===== src/rtl/uart_ctrl_pkg.sv =====
// -----------------------------------------------------------------------------
// uart_ctrl_pkg
// Shared definitions for the UART transmit-side control blocks:
//   - arb_state_t      : state encoding of the transmit arbiter FSM
//   - GAP_CYCLES_DEF   : default idle clocks enforced between launches
//   - BUSY_TIMEOUT_DEF : default clocks allowed for tx_busy to rise after a launch
//   - ANS_*            : answer codes exchanged over the UART link
// -----------------------------------------------------------------------------
package uart_ctrl_pkg;

    typedef enum logic [1:0] {
        IDLE      = 2'd0,
        WAIT_BUSY = 2'd1,
        WAIT_DONE = 2'd2,
        GAP       = 2'd3
    } arb_state_t;

    localparam int GAP_CYCLES_DEF   = 16;
    localparam int BUSY_TIMEOUT_DEF = 64;

    localparam logic [7:0] ANS_AA = 8'hAA;
    localparam logic [7:0] ANS_CC = 8'hCC;
    localparam logic [7:0] ANS_BC = 8'hBC;
    localparam logic [7:0] ANS_11 = 8'h11;
    localparam logic [7:0] ANS_DD = 8'hDD;

endpackage : uart_ctrl_pkg


===== src/rtl/rr_pick.sv =====
// -----------------------------------------------------------------------------
// rr_pick
// Combinational winner selection: the lowest-index active request at or after
// ptr, wrapping from NUM_REQ-1 back to 0.
// Ports:
//   req     [NUM_REQ-1:0] in  : active requests
//   ptr     [IDX_W-1:0]   in  : search start index (0..NUM_REQ-1)
//   winner  [NUM_REQ-1:0] out : one-hot winner, all zero when req is zero
//   win_idx [IDX_W-1:0]   out : binary index of the winner (0 when none)
// -----------------------------------------------------------------------------
module rr_pick #(
    parameter int NUM_REQ = 4,
    parameter int IDX_W   = $clog2(NUM_REQ)
) (
    input  logic [NUM_REQ-1:0] req,
    input  logic [IDX_W-1:0]   ptr,
    output logic [NUM_REQ-1:0] winner,
    output logic [IDX_W-1:0]   win_idx
);

    localparam logic [IDX_W:0] NUM_W = (IDX_W + 1)'(NUM_REQ);

    // One extra bit so ptr + offset can exceed NUM_REQ-1 before wrapping.
    logic [IDX_W:0] cand;
    logic           found;

    always_comb begin
        // NOTE: every variable written here gets a default first, so no path
        // leaves it holding its old value (which would infer a latch).
        winner  = '0;
        win_idx = '0;
        found   = 1'b0;
        cand    = '0;
        for (int k = 0; k < NUM_REQ; k++) begin
            cand = {1'b0, ptr} + (IDX_W + 1)'(k);
            if (cand >= NUM_W) begin
                cand = cand - NUM_W;
            end
            if (!found && req[cand[IDX_W-1:0]]) begin
                found                      = 1'b1;
                winner[cand[IDX_W-1:0]]    = 1'b1;
                win_idx                    = cand[IDX_W-1:0];
            end
        end
    end

endmodule : rr_pick


===== src/rtl/uart_tx_arbiter.sv =====
// -----------------------------------------------------------------------------
// uart_tx_arbiter
// Arbitrates NUM_REQ byte requesters onto a single UART transmitter. A launch
// registers the winner's byte on tx_data, pulses tx_start and grant for one
// clock, then waits for the transmitter to go busy and idle again, followed by
// an enforced gap of GAP_CYCLES clocks. If tx_busy does not rise within
// BUSY_TIMEOUT clocks, timeout_err pulses and the gap starts anyway.
//
// Build option: define UART_TX_ARB_FIXED_PRIO_EN for fixed priority (req[0]
// highest, no rotating pointer); otherwise round-robin from a pointer that
// moves to winner+1 on every grant.
//
// Ports:
//   clk          in  : system clock, rising edge
//   rst_n        in  : synchronous active-low reset
//   req          in  [NUM_REQ]   : level requests, held until granted
//   req_data     in  [8*NUM_REQ] : byte of requester i at [8i+7:8i]
//   grant        out [NUM_REQ]   : one-hot, one-cycle accept pulse
//   tx_data      out [8]         : launched byte, held until next launch
//   tx_start     out             : one-cycle start strobe
//   tx_busy      in              : transmitter busy
//   idle         out             : high while the FSM is in IDLE
//   timeout_err  out             : one-cycle pulse on busy timeout
// -----------------------------------------------------------------------------
module uart_tx_arbiter
    import uart_ctrl_pkg::*;
#(
    parameter int NUM_REQ      = 4,
    parameter int GAP_CYCLES   = GAP_CYCLES_DEF,
    parameter int BUSY_TIMEOUT = BUSY_TIMEOUT_DEF
) (
    input  logic                 clk,
    input  logic                 rst_n,
    input  logic [NUM_REQ-1:0]   req,
    input  logic [8*NUM_REQ-1:0] req_data,
    output logic [NUM_REQ-1:0]   grant,
    output logic [7:0]           tx_data,
    output logic                 tx_start,
    input  logic                 tx_busy,
    output logic                 idle,
    output logic                 timeout_err
);

    localparam int              IDX_W    = $clog2(NUM_REQ);
    localparam logic [IDX_W-1:0] LAST_IDX = IDX_W'(NUM_REQ - 1);
    // Counter value on the final clock of each timed phase. A zero-length gap
    // still spends one clock in GAP, so it shares the GAP_CYCLES=1 terminal.
    localparam logic [7:0]      TO_LAST  = 8'(BUSY_TIMEOUT - 1);
    localparam logic [7:0]      GAP_LAST = (GAP_CYCLES == 0) ? 8'd0 : 8'(GAP_CYCLES - 1);

    arb_state_t         state;
    arb_state_t         state_d;
    logic [7:0]         cnt;
    logic [7:0]         cnt_d;
    logic               launch;
    logic               time_out;
    logic [NUM_REQ-1:0] pick_onehot;
    logic [IDX_W-1:0]   pick_idx;
    logic [IDX_W-1:0]   pick_ptr;

`ifdef UART_TX_ARB_FIXED_PRIO_EN
    // Searching from index 0 every time gives req[0] the highest priority.
    assign pick_ptr = '0;
`else
    logic [IDX_W-1:0] ptr;

    assign pick_ptr = ptr;

    always_ff @(posedge clk) begin
        if (!rst_n) begin
            ptr <= '0;
        end else if (launch) begin
            ptr <= (pick_idx == LAST_IDX) ? '0 : pick_idx + IDX_W'(1);
        end
    end
`endif

    rr_pick #(
        .NUM_REQ (NUM_REQ),
        .IDX_W   (IDX_W)
    ) u_rr_pick (
        .req     (req),
        .ptr     (pick_ptr),
        .winner  (pick_onehot),
        .win_idx (pick_idx)
    );

    // Next-state logic. cnt is shared by WAIT_BUSY (busy timeout) and GAP;
    // it is cleared on every transition so each phase starts counting at 0.
    always_comb begin
        state_d  = state;
        cnt_d    = cnt;
        launch   = 1'b0;
        time_out = 1'b0;
        case (state)
            IDLE: begin
                // A request dropped before this point never reaches the picker,
                // so it is simply forgotten without touching the pointer.
                if ((|req) && !tx_busy) begin
                    launch  = 1'b1;
                    state_d = WAIT_BUSY;
                    cnt_d   = '0;
                end
            end
            WAIT_BUSY: begin
                if (tx_busy) begin
                    state_d = WAIT_DONE;
                    cnt_d   = '0;
                end else if (cnt == TO_LAST) begin
                    time_out = 1'b1;
                    state_d  = GAP;
                    cnt_d    = '0;
                end else begin
                    cnt_d = cnt + 8'd1;
                end
            end
            WAIT_DONE: begin
                if (!tx_busy) begin
                    state_d = GAP;
                    cnt_d   = '0;
                end
            end
            GAP: begin
                if (cnt == GAP_LAST) begin
                    state_d = IDLE;
                    cnt_d   = '0;
                end else begin
                    cnt_d = cnt + 8'd1;
                end
            end
            default: begin
                state_d = IDLE;
                cnt_d   = '0;
            end
        endcase
    end

    always_ff @(posedge clk) begin
        // NOTE: non-blocking assignments so every register updates from the
        // same pre-edge values, independent of statement order.
        if (!rst_n) begin
            state       <= IDLE;
            cnt         <= '0;
            grant       <= '0;
            tx_start    <= 1'b0;
            tx_data     <= 8'h00;
            timeout_err <= 1'b0;
        end else begin
            state       <= state_d;
            cnt         <= cnt_d;
            grant       <= launch ? pick_onehot : '0;
            tx_start    <= launch;
            timeout_err <= time_out;
            if (launch) begin
                tx_data <= req_data[{pick_idx, 3'b000} +: 8];
            end
        end
    end

    assign idle = (state == IDLE);

endmodule : uart_tx_arbiter


===== config.mk =====
export PLATFORM = sky130hd
export DESIGN_NAME = uart_tx_arbiter
export DESIGN_NICKNAME = d
export VERILOG_FILES = /design/src/rtl/uart_ctrl_pkg.sv /design/src/rtl/rr_pick.sv /design/src/rtl/uart_tx_arbiter.sv
export SDC_FILE = /design/constraint.sdc
export NUM_CORES = 1
export LEC_CHECK = 0
export CAP_MARGIN = 40
export CORE_UTILIZATION = 43
export CTS_BUF_LIST = sky130_fd_sc_hd__clkbuf_16
export DETAILED_ROUTE_END_ITERATION = 8
export GPL_TIMING_DRIVEN = 0
export PLACE_DENSITY = 0.79
export SYNTH_ARGS = -nofsm -noshare
export SYNTH_HDL_FRONTEND = slang
export SYNTH_SLANG_ARGS = --single-unit

===== constraint.sdc =====
create_clock -name clk -period 2.75 [get_ports clk]
set_input_delay 0.275 -clock clk [delete_from_list [all_inputs] [get_ports clk]]
set_output_delay 0.275 -clock clk [all_outputs]
set_load 0.05 [all_outputs]

==> results of run 1 <==
==> Yosys cell counts (7+ instances only) <==
library cell   n
nand3_1       13
a21oi_1        8
a221o_1        8
mux2i_1       14
nand2_1       14
o211ai_2       8
o21ai_0       13
inv_1          7
a22oi_1        8
ha_1          10
dfxtp_1       26
nor2_1        18
==> worst reg2reg max path, stage by stage, from the launching register on <==
cell and delay (ns):
dfxtp_4 0.35, buf_8 0.09, inv_1 0.05, ha_1 0.29, buf_6 0.11, mux4_2 0.51
nand2b_4 0.16, a2111o_1 0.38, buf_6 0.16, a221o_1 0.37, o211ai_2 0.08
==> worst min-delay path by stage <==
| stage | depth (start not counted) | end |
|---|---|---|
| floorplan | 2 | pick_ptr[1] |
| global route | 2 | tx_data[6] |
| detailed placement | 2 | tx_data[6] |
| CTS | 2 | tx_data[6] |
| global placement | 2 | tx_data[7] |
| finish | 2 | tx_data[1] |
==> routing by layer <==
metal  GRT usage [%]  routed length (µm)  part of all wire [%]  vias to the layer above
met4           4.255                  33                  0.70                        0
met5               0                   0                     0                        -
met3           4.392                 247                   5.2                        4
met2           40.59                2431                    51                       39
met1           26.63                2019                    43                      853
li1                -                   -                     -                      896
==> through the flow <==
stage	TNS [ns]	cells	setup slack (ns)
final	0	318	0.1249
after global routing	0	318	0.007619
after CTS	0	315	0.05083
after detailed placement	-1.933	306	-0.2281
after global placement	-1.686	306	-0.2022
after floorplan	0	204	0.003978
==> sequential cells by signal, summed over array words and instances, names as in the netlist <==
name and flops:
cnt 8, tx_data 8, grant 4, pick_ptr 2
state 2, timeout_err 1, tx_start 1
==> cells by family (layout without fill, tap and decap cells) <==
group,after synthesis,after routing,synth area share [%]
buf+inv,16,80,4.239
simple gates,68,68,18.78
mux,22,22,14.80
fa+ha+maj,10,10,6.729
compound gates,56,56,24.63
xor+xnor,6,6,2.826
flops,26,26,27.99
==> layout make-up <==
type                       instances  area share [%]
inverter                           7           1.000
multi-input combinational        162           48.83
sequential                        26           20.01
buffer                             9           2.668
timing repair buffer              60           22.11
clock inverter                     1          0.1429
clock buffer                       3           2.859
tap                               50           2.382
==> power by group through the flow <==
stage	clock, mW	sequential (mW)	combinational, mW
floorplan	0	0.696	0.766
global placement	0	0.524	1.24
detailed placement	0	0.528	1.26
CTS	0.332	0.515	1.32
global route	0.343	0.521	1.51
finish	0.325	0.510	1.39
==> timing repair <==
action	4_1_cts	5_1_grt
pin swaps	1	1
setup buffers	5	3
gates resized for setup	6	5
endpoints found under the setup margin	10	10
==> results.yml, run 1 <==
outcome:
  status: "finished, final reports clean"
floorplanning:
  die_h_um: 67.76
  start_util_pct: 45.50
  num_rows: 23
  core_area_mm2: 0.004086
  io_pins: 54
  die_w_um: 67.76
  fp.dieArea_mm2: 0.004591
logic_synthesis:
  synth_top_cell_area_share_pct: 27.99
  synth_cell_type_count: 42
  seq_area_frac_synth_pct: 27.99
  yosysTopAreaCell: "dfxtp_1"
  netlist_instances: 204
  ys_ff_latch: 26
  syn_area_per_cell_um2: 9.114
  synth_nets: 253
  ys.flop_type: "dfxtp_1"
  synth_edf_count: 0
  yosys_warnings: 0
  synth_area_mm2: 0.001859
  synthArstFlopShare_pct: 0
  yosys-top-cells-area: "dfxtp_1, mux2i_1, ha_1"
sta:
  finalHoldViolCount: 0
  finalSetupViolations: 0
  worstMarginPinSlew_ns: 0.7610
  max-slew-margin-rel_pct: 47.95
  whs_ns: 0.4669
  maxSlewViolCount: 0
  finClkSkew_ns: 0.003914
  fmax_mhz: 380.9
  rsz0062_at_grt: "no"
  period_needed_ns: 2.625
  fin_crit_sh_pct: 95.46
global_route:
  grt_max_degree: 15
  gr-total-overflow: 0
  grt_pass1_wl_um: 7755
  grt_pass1_vias: 1764
  grt_use_total_pct: 22.25
  grt_antenna_before_repair: 0
routing:
  ant_nets: 0
  remaining_drc_errors: 0
  wl_per_cell_um: 14.88
  vias: 1792
  dr.pass1.iters: 4
  viasPerCell: 5.635
  finalWirelength_um: 4731
  first_iter_violations: 131
setup_path:
  crit_path_cell_trace: "buf_8 -> inv_1 -> ha_1 -> buf_6 -> mux4_2 -> nand2b_4 -> a2111o_1 -> buf_6 -> a221o_1 -> o211ai_2"
  reg2regPathDepth: 10
  start_kind: "flip-flop"
  worstReg2RegEnd: "tx_data[5]"
  crit_end: "tx_data[5]"
  worstPathArrival_ns: 2.81
  crit_path_start: "pick_ptr[0]"
  path_max_fanout: 9
  slowest_stage: "mux4_2"
  cp_top_family: "compound AO/OA/AOI/OAI gates"
  cp.depth: 10
  cpMostUsedCell: "buf_6"
  critical_path_class: "reg2reg"
  critPathMaxStageDelay_ns: 0.51
  crit_buf_inv: 4
  endpoint_kind: "flip-flop"
  required_ns: 2.94
  r2r_start: "pick_ptr[0]"
  rrSetupSlack_ns: 0.12
pwr:
  leakage_nw: 1.019
  pwr-share-seq_pct: 23.0
  switching_share_pct: 43.22
  powerDensity_mw_per_mm2: 845.5
  clkPwrFrac_pct: 14.6
  p_sw_mw: 0.9597
  ir_drop_uv: 501.6
  power.internal_mw: 1.261
  pwr-share-comb_pct: 62.4
  finalPower_mw: 2.220
min_path:
  hp-class: "reg2reg"
  holdCritStartpoint: "tx_data[1]"
clock_tree:
  postCtsHoldBufs: 0
  cts-root-buf: "clkbuf_16"
  cts_buffer_depth: 2
  cts_sinks: 26
  cts.clk_slew.worst_paths_ns: 0.06
  cts-buffers-inserted: 3
  cts_tree: "done"
  clkLatencyLatePin_ns: 0.26
  htree_levels: 1
job:
  maxCapViolCount: 0
final_layout:
  multi_input_area_mm2: 0.001282
  final_layout_size_suffix_gt1_share_pct: 16.79
  fin_util_pct: 64.27
  syn2layout_area_growth_pct: 41.25
  diodes: 0
  fill_cells: 358
  fin_nets: 318
  seqCellArea_um2: 525.5
  fin_area_mm2: 0.002626
  final_common_cell: "clkdlybuf4s50_1"
  layout_common_cells: "clkdlybuf4s50_1, dfxtp_1, nor2_1"
placement:
  dpl.hpwl_um: 3469
  routabilityCongestion: 0.8365
  port_buffers: 52
  place_area_mm2: 0.002450
Power figures use the tool's default switching activity.
==> run 2, diff against run 1 <==
==> constraint.sdc (replaced) <==
create_clock -name clk -period 2.3 [get_ports clk]
set_input_delay 0.23 -clock clk [delete_from_list [all_inputs] [get_ports clk]]
set_output_delay 0.23 -clock clk [all_outputs]
set_load 0.05 [all_outputs]
==> run 2 against run 1 <==
The flow now finishes with violations (setup timing). Final cell count unchanged. Highest routed layer unchanged. Clock skew fell by 0.0017 ns. Die area did not move. Largest cell class unchanged. Utilization is 1.6 points higher. Largest power group unchanged. Worst hold slack improved by 0.0054 ns. Critical path depth is 2 lower. Critical path type unchanged.
==> results.yml, run 2 (same netlist as run 1, synthesis figures left out) <==
clock_tree:
  clkLatencyLatePin_ns: 0.26
  cts_tree: "done"
  htree_levels: 1
  cts-root-buf: "clkbuf_16"
  cts-buffers-inserted: 3
  cts.clk_slew.worst_paths_ns: 0.06
  cts_buffer_depth: 2
  cts_sinks: 26
final_layout:
  syn2layout_area_growth_pct: 44.75
  diodes: 0
  fill_cells: 345
  final_layout_size_suffix_gt1_share_pct: 22.01
  layout_common_cells: "clkdlybuf4s50_1, dfxtp_1, nor2_1"
  fin_nets: 318
  fin_util_pct: 65.86
  fin_area_mm2: 0.002691
  final_common_cell: "clkdlybuf4s50_1"
  layout.cells.non_filler: 318
  largestRegisters: "cnt (8), tx_data (8), grant (4)"
setup_path:
  endpoint_kind: "flip-flop"
  worstPathArrival_ns: 2.58
  crit_path_start: "pick_ptr[0]"
  start_kind: "flip-flop"
  crit_buf_inv: 2
  cp_top_family: "compound AO/OA/AOI/OAI gates"
  critPathMaxStageDelay_ns: 0.52
  critical_path_class: "reg2reg"
  crit_path_cell_trace: "inv_4 -> ha_4 -> mux4_2 -> nand2b_4 -> a2111o_1 -> buf_6 -> a221o_1 -> o211ai_2"
  slowest_stage: "mux4_2"
  r2r_start: "pick_ptr[0]"
  path_max_fanout: 5
  required_ns: 2.49
pwr:
  powerDensity_mw_per_mm2: 1013
  finalPower_mw: 2.727
  leakage_nw: 1.027
  ir_drop_uv: 481.8
placement:
  dp_slack_ns: -0.6240
  place_area_mm2: 0.002479
  dp_cells: 306
  port_buffers: 52
  dpl.hpwl_um: 3411
  routabilityCongestion: 0.8667
floorplanning:
  io_pins: 54
  die_h_um: 67.76
  start_util_pct: 45.50
  num_rows: 23
  fp.dieArea_mm2: 0.004591
  die_w_um: 67.76
  core_area_mm2: 0.004086
job:
  maxCapViolCount: 0
routing:
  dr.pass1.iters: 4
  met3_length_um: 314
  first_iter_violations: 126
  wl_met1_um: 2028
  ant_nets: 0
  met2_wirelength_um: 2257
  viasPerCell: 5.619
  finalWirelength_um: 4650
  vias: 1787
  top_layer: "met4"
  wl_per_cell_um: 14.62
  remaining_drc_errors: 0
global_route:
  grt_antenna_before_repair: 0
  gr-total-overflow: 0
  grt_max_degree: 15
  grt_pass1_vias: 1616
  grt_use_total_pct: 21.47
  grt_pass1_wl_um: 7486
sta:
  period_needed_ns: 2.388
  finalHoldViolCount: 0
  rsz0062_at_grt: "yes"
  finClkSkew_ns: 0.002243
  finalSetupViolations: 9
  worstMarginPinSlew_ns: 0.6158
  maxSlewViolCount: 0
  whs_ns: 0.4723
  max-slew-margin-rel_pct: 58.79
  fmax_mhz: 418.8
  setup_tns_ns: -0.6645
  fin_crit_sh_pct: 103.8
  finalWorstSetupSlack_ns: -0.08779
outcome:
  status: "finished with violations"
  violations: "setup timing"
min_path:
  holdCritStartpoint: "tx_data[7]"
  hp-class: "reg2reg"
==> run 2: cell type report <==
| cell class | instances | area (µm²) | share of cell area (%) |
|---|---|---|---|
| clock inverter | 1 | 3.754 | 0.1395 |
| multi-input combinational | 162 | 1341 | 49.84 |
| tap | 50 | 62.56 | 2.325 |
| clock buffer | 3 | 75.07 | 2.789 |
| sequential | 26 | 528.0 | 19.62 |
| timing repair buffer | 63 | 614.3 | 22.83 |
| inverter | 7 | 31.28 | 1.162 |
| buffer | 6 | 35.03 | 1.302 |
==> run 2: path summary, 6_finish.rpt <==
kind                      to  slack [ns]  cells after the start
setup / recovery  tx_data[3]       -0.09                      8
hold / removal    tx_data[7]        0.47                      2
setup reg to reg  tx_data[3]       -0.09                      8
hold reg to reg   tx_data[7]        0.47                      2
==> run 2: metal layers <==
layer	GRT usage [%]	up-vias
met2	37.38	58
met3	3.547	7
met1	26.70	827
met4	6.383	0
li1	-	895
met5	0	-
==> run 2: timing repair <==
action,in CTS,in global routing
buffers inserted,8,3
cloned,1,0
endpoints found under the setup margin,14,21
hold buffers,0,0
pin swaps,8,10
gates resized for setup,16,14
==> run 2: power by group <==
group          internal, mW  switching, mW  total, mW
Clock                 0.233          0.157      0.390
Sequential            0.554         0.0681      0.622
Combinational         0.754          0.962       1.72
Total                  1.54           1.19       2.73
==> run 2: worst register-to-register path, cell delays in order (launching register included) <==
cell	delay [ns]
dfxtp_4	0.37
inv_4	0.04
ha_4	0.27
mux4_2	0.52
nand2b_4	0.16
a2111o_1	0.41
buf_6	0.16
a221o_1	0.33
o211ai_2	0.06
==> run 3, diff against run 2 <==
--- a/config.mk
+++ b/config.mk
@@ -10,7 +10,9 @@
 export CTS_BUF_LIST = sky130_fd_sc_hd__clkbuf_16
 export DETAILED_ROUTE_END_ITERATION = 8
 export GPL_TIMING_DRIVEN = 0
-export PLACE_DENSITY = 0.79
+export PLACE_DENSITY = 0.8
+export SLEW_MARGIN = 20
 export SYNTH_ARGS = -nofsm -noshare
 export SYNTH_HDL_FRONTEND = slang
+export SYNTH_HIERARCHICAL = 1
 export SYNTH_SLANG_ARGS = --single-unit
==> run 3 against run 2 <==
The run still ends with setup timing left. Utilization increased by 0.86 points. Final cell count shrank 4.7%. Total power rose by 32%. Clock skew is 0.0092 ns higher. Synthesized cell count fell by 11%. Sequential cell count did not move. Largest cell class unchanged. Largest power group unchanged.
==> results.yml, run 3 <==
outcome:
  status: "finished with violations"
  violations: "setup timing"
sta:
  finalHoldViolCount: 0
  whs_ns: 0.4550
  max-slew-margin-rel_pct: 46.97
  finalSetupViolations: 8
  fin_crit_sh_pct: 103.6
  period_needed_ns: 2.384
  worstMarginPinSlew_ns: 0.7882
  maxSlewViolCount: 0
  finClkSkew_ns: 0.01147
  finalWorstSetupSlack_ns: -0.08364
  setup_tns_ns: -0.4783
  fmax_mhz: 419.5
  rsz0062_at_grt: "yes"
global_route:
  grt_use_total_pct: 21.27
  grt_max_degree: 16
  gr-total-overflow: 0
  grt_antenna_before_repair: 0
  grt_pass1_vias: 1622
  grt_pass1_wl_um: 7245
job:
  maxCapViolCount: 0
routing:
  dr.pass1.iters: 4
  finalWirelength_um: 4444
  first_iter_violations: 73
  vias: 1696
  remaining_drc_errors: 0
  viasPerCell: 5.597
  ant_nets: 0
  wl_per_cell_um: 14.67
logic_synthesis:
  synth_top_cell_area_share_pct: 29.01
  ys_ff_latch: 26
  synth_nets: 232
  ys.flop_type: "dfxtp_1"
  synth_area_mm2: 0.001794
  yosysTopAreaCell: "dfxtp_1"
  synthArstFlopShare_pct: 0
  syn_area_per_cell_um2: 9.858
  yosys-top-cells-area: "dfxtp_1, mux4_2, ha_1"
  yosys_warnings: 6
  synth_edf_count: 0
  synth_commonest_cells: "nand2_1, dfxtp_1, mux4_2"
  synth_cell_type_count: 49
  seq_area_frac_synth_pct: 29.01
  netlist_instances: 182
  post-synth-top-count-cell: "nand2_1"
clock_tree:
  clkLatencyLatePin_ns: 0.26
  cts-root-buf: "clkbuf_16"
  cts_buffer_depth: 2
  cts_tree: "done"
  htree_levels: 1
  cts-buffers-inserted: 3
  cts.clk_slew.worst_paths_ns: 0.07
  postCtsHoldBufs: 0
  cts_sinks: 26
pwr:
  p_sw_mw: 1.489
  clkPwrFrac_pct: 14.0
  powerDensity_mw_per_mm2: 1349
  power.internal_mw: 2.112
  ir_drop_uv: 939.7
  pwr-share-comb_pct: 67.6
  switching_share_pct: 41.35
  leakage_nw: 1.012
  finalPower_mw: 3.601
  pwr-share-seq_pct: 18.5
min_path:
  holdCritStartpoint: "tx_data[5]"
  hold_depth: 2
  hp-class: "reg2reg"
  holdPathEnd: "tx_data[5]"
setup_path:
  r2r_start: "pick_ptr[0]"
  reg2regPathDepth: 10
  path_max_fanout: 6
  critical_path_class: "reg2reg"
  worstReg2RegEnd: "tx_data[3]"
  required_ns: 2.46
  worstPathArrival_ns: 2.54
  rrSetupSlack_ns: -0.08
  endpoint_kind: "flip-flop"
  start_kind: "flip-flop"
final_layout:
  syn2layout_area_growth_pct: 48.74
  fin_nets: 304
  layout_common_cells: "clkdlybuf4s50_1, nand2_1, dfxtp_1"
  final_layout_size_suffix_gt1_share_pct: 20.95
  final_common_cell: "clkdlybuf4s50_1"
  diodes: 0
  fill_cells: 322
  largestRegisters: "cnt (8), tx_data (8), grant (4)"
floorplanning:
  fp.dieArea_mm2: 0.004435
  start_util_pct: 44.85
  die_h_um: 66.60
  core_area_mm2: 0.004000
  io_pins: 54
  num_rows: 23
  die_w_um: 66.60
placement:
  port_buffers: 53
  routabilityCongestion: 0.7649
  dp_slack_ns: -0.6843
  dpl.hpwl_um: 3119
run 3: metal layers:
metal	wire (µm)	up-vias	GRT usage [%]
met5	0	-	0
met4	38	0	5.053
met3	228	4	4.452
met2	2137	55	38.13
met1	2039	795	25.58
li1	-	842	-
run 3: power by group through the flow:
stage / clock network (mW) / registers [mW] / logic (mW)
2_1_floorplan: 0 / 0.892 / 1.37
3_3_place_gp: 0 / 0.666 / 2.03
3_5_place_dp: 0 / 0.669 / 2.06
4_1_cts: 0.511 / 0.650 / 2.41
5_1_grt: 0.524 / 0.677 / 2.63
6_report: 0.503 / 0.665 / 2.43
run 3: timing repair:
item	4_1_cts	5_1_grt
endpoints found under the setup margin	10	10
resized for setup	22	4
pin swaps	4	5
buffers inserted	12	2
endpoints found under the hold margin	0	0
gates cloned	1	0
run 3: how the worst max path moves through the flow:
stage,start,end,slack [ns]
after floorplan,pick_ptr[0],tx_data[0],-0.27
after global placement,req[3],tx_data[6],-0.66
after detailed placement,req[3],tx_data[1],-0.68
after CTS,pick_ptr[0],tx_data[1],-0.11
after global routing,pick_ptr[0],tx_data[3],-0.18
final,pick_ptr[0],tx_data[3],-0.08
run 3: logic make-up (layout without fill, tap and decap cells):
logic type	after synthesis	after routing	synth area share, %
simple gates	68	68	20.57
buf+inv	14	85	3.974
fa+ha+maj	11	11	7.671
mux	16	16	17.36
flops	26	26	29.01
xor+xnor	2	2	0.9765
compound gates	45	45	20.43
run 3: final cells by class:
| cell class | count | area (µm²) | share of cell area, % |
|---|---|---|---|
| Sequential cell | 26 | 528.0 | 19.78 |
| Clock inverter | 1 | 30.03 | 1.125 |
| Clock buffer | 3 | 75.07 | 2.813 |
| Buffer | 8 | 61.31 | 2.297 |
| Tap cell | 50 | 62.56 | 2.344 |
| Multi-Input combinational cell | 142 | 1245 | 46.65 |
| Timing Repair Buffer | 68 | 645.6 | 24.19 |
| Inverter | 5 | 21.27 | 0.7970 |
run 3: worst max-delay path, cell delays in order, from the launching register on:
cell	delay, ns
dfxtp_4	0.41
inv_4	0.06
ha_4	0.27
mux4_2	0.36
nor2b_4	0.16
o21ai_2	0.09
o31ai_4	0.09
buf_6	0.19
mux4_2	0.50
nand2_2	0.09
a21boi_2	0.05
run 3: per-stage QoR:
stage               cell area, µm²  instances  utilization, %
CTS                           2659        302           66.47
detailed placement            2407        285           60.18
floorplan                     1814        182               -
finish                        2669        303           66.72
global route                  2669        303           66.72
global placement              2407        285           60.18
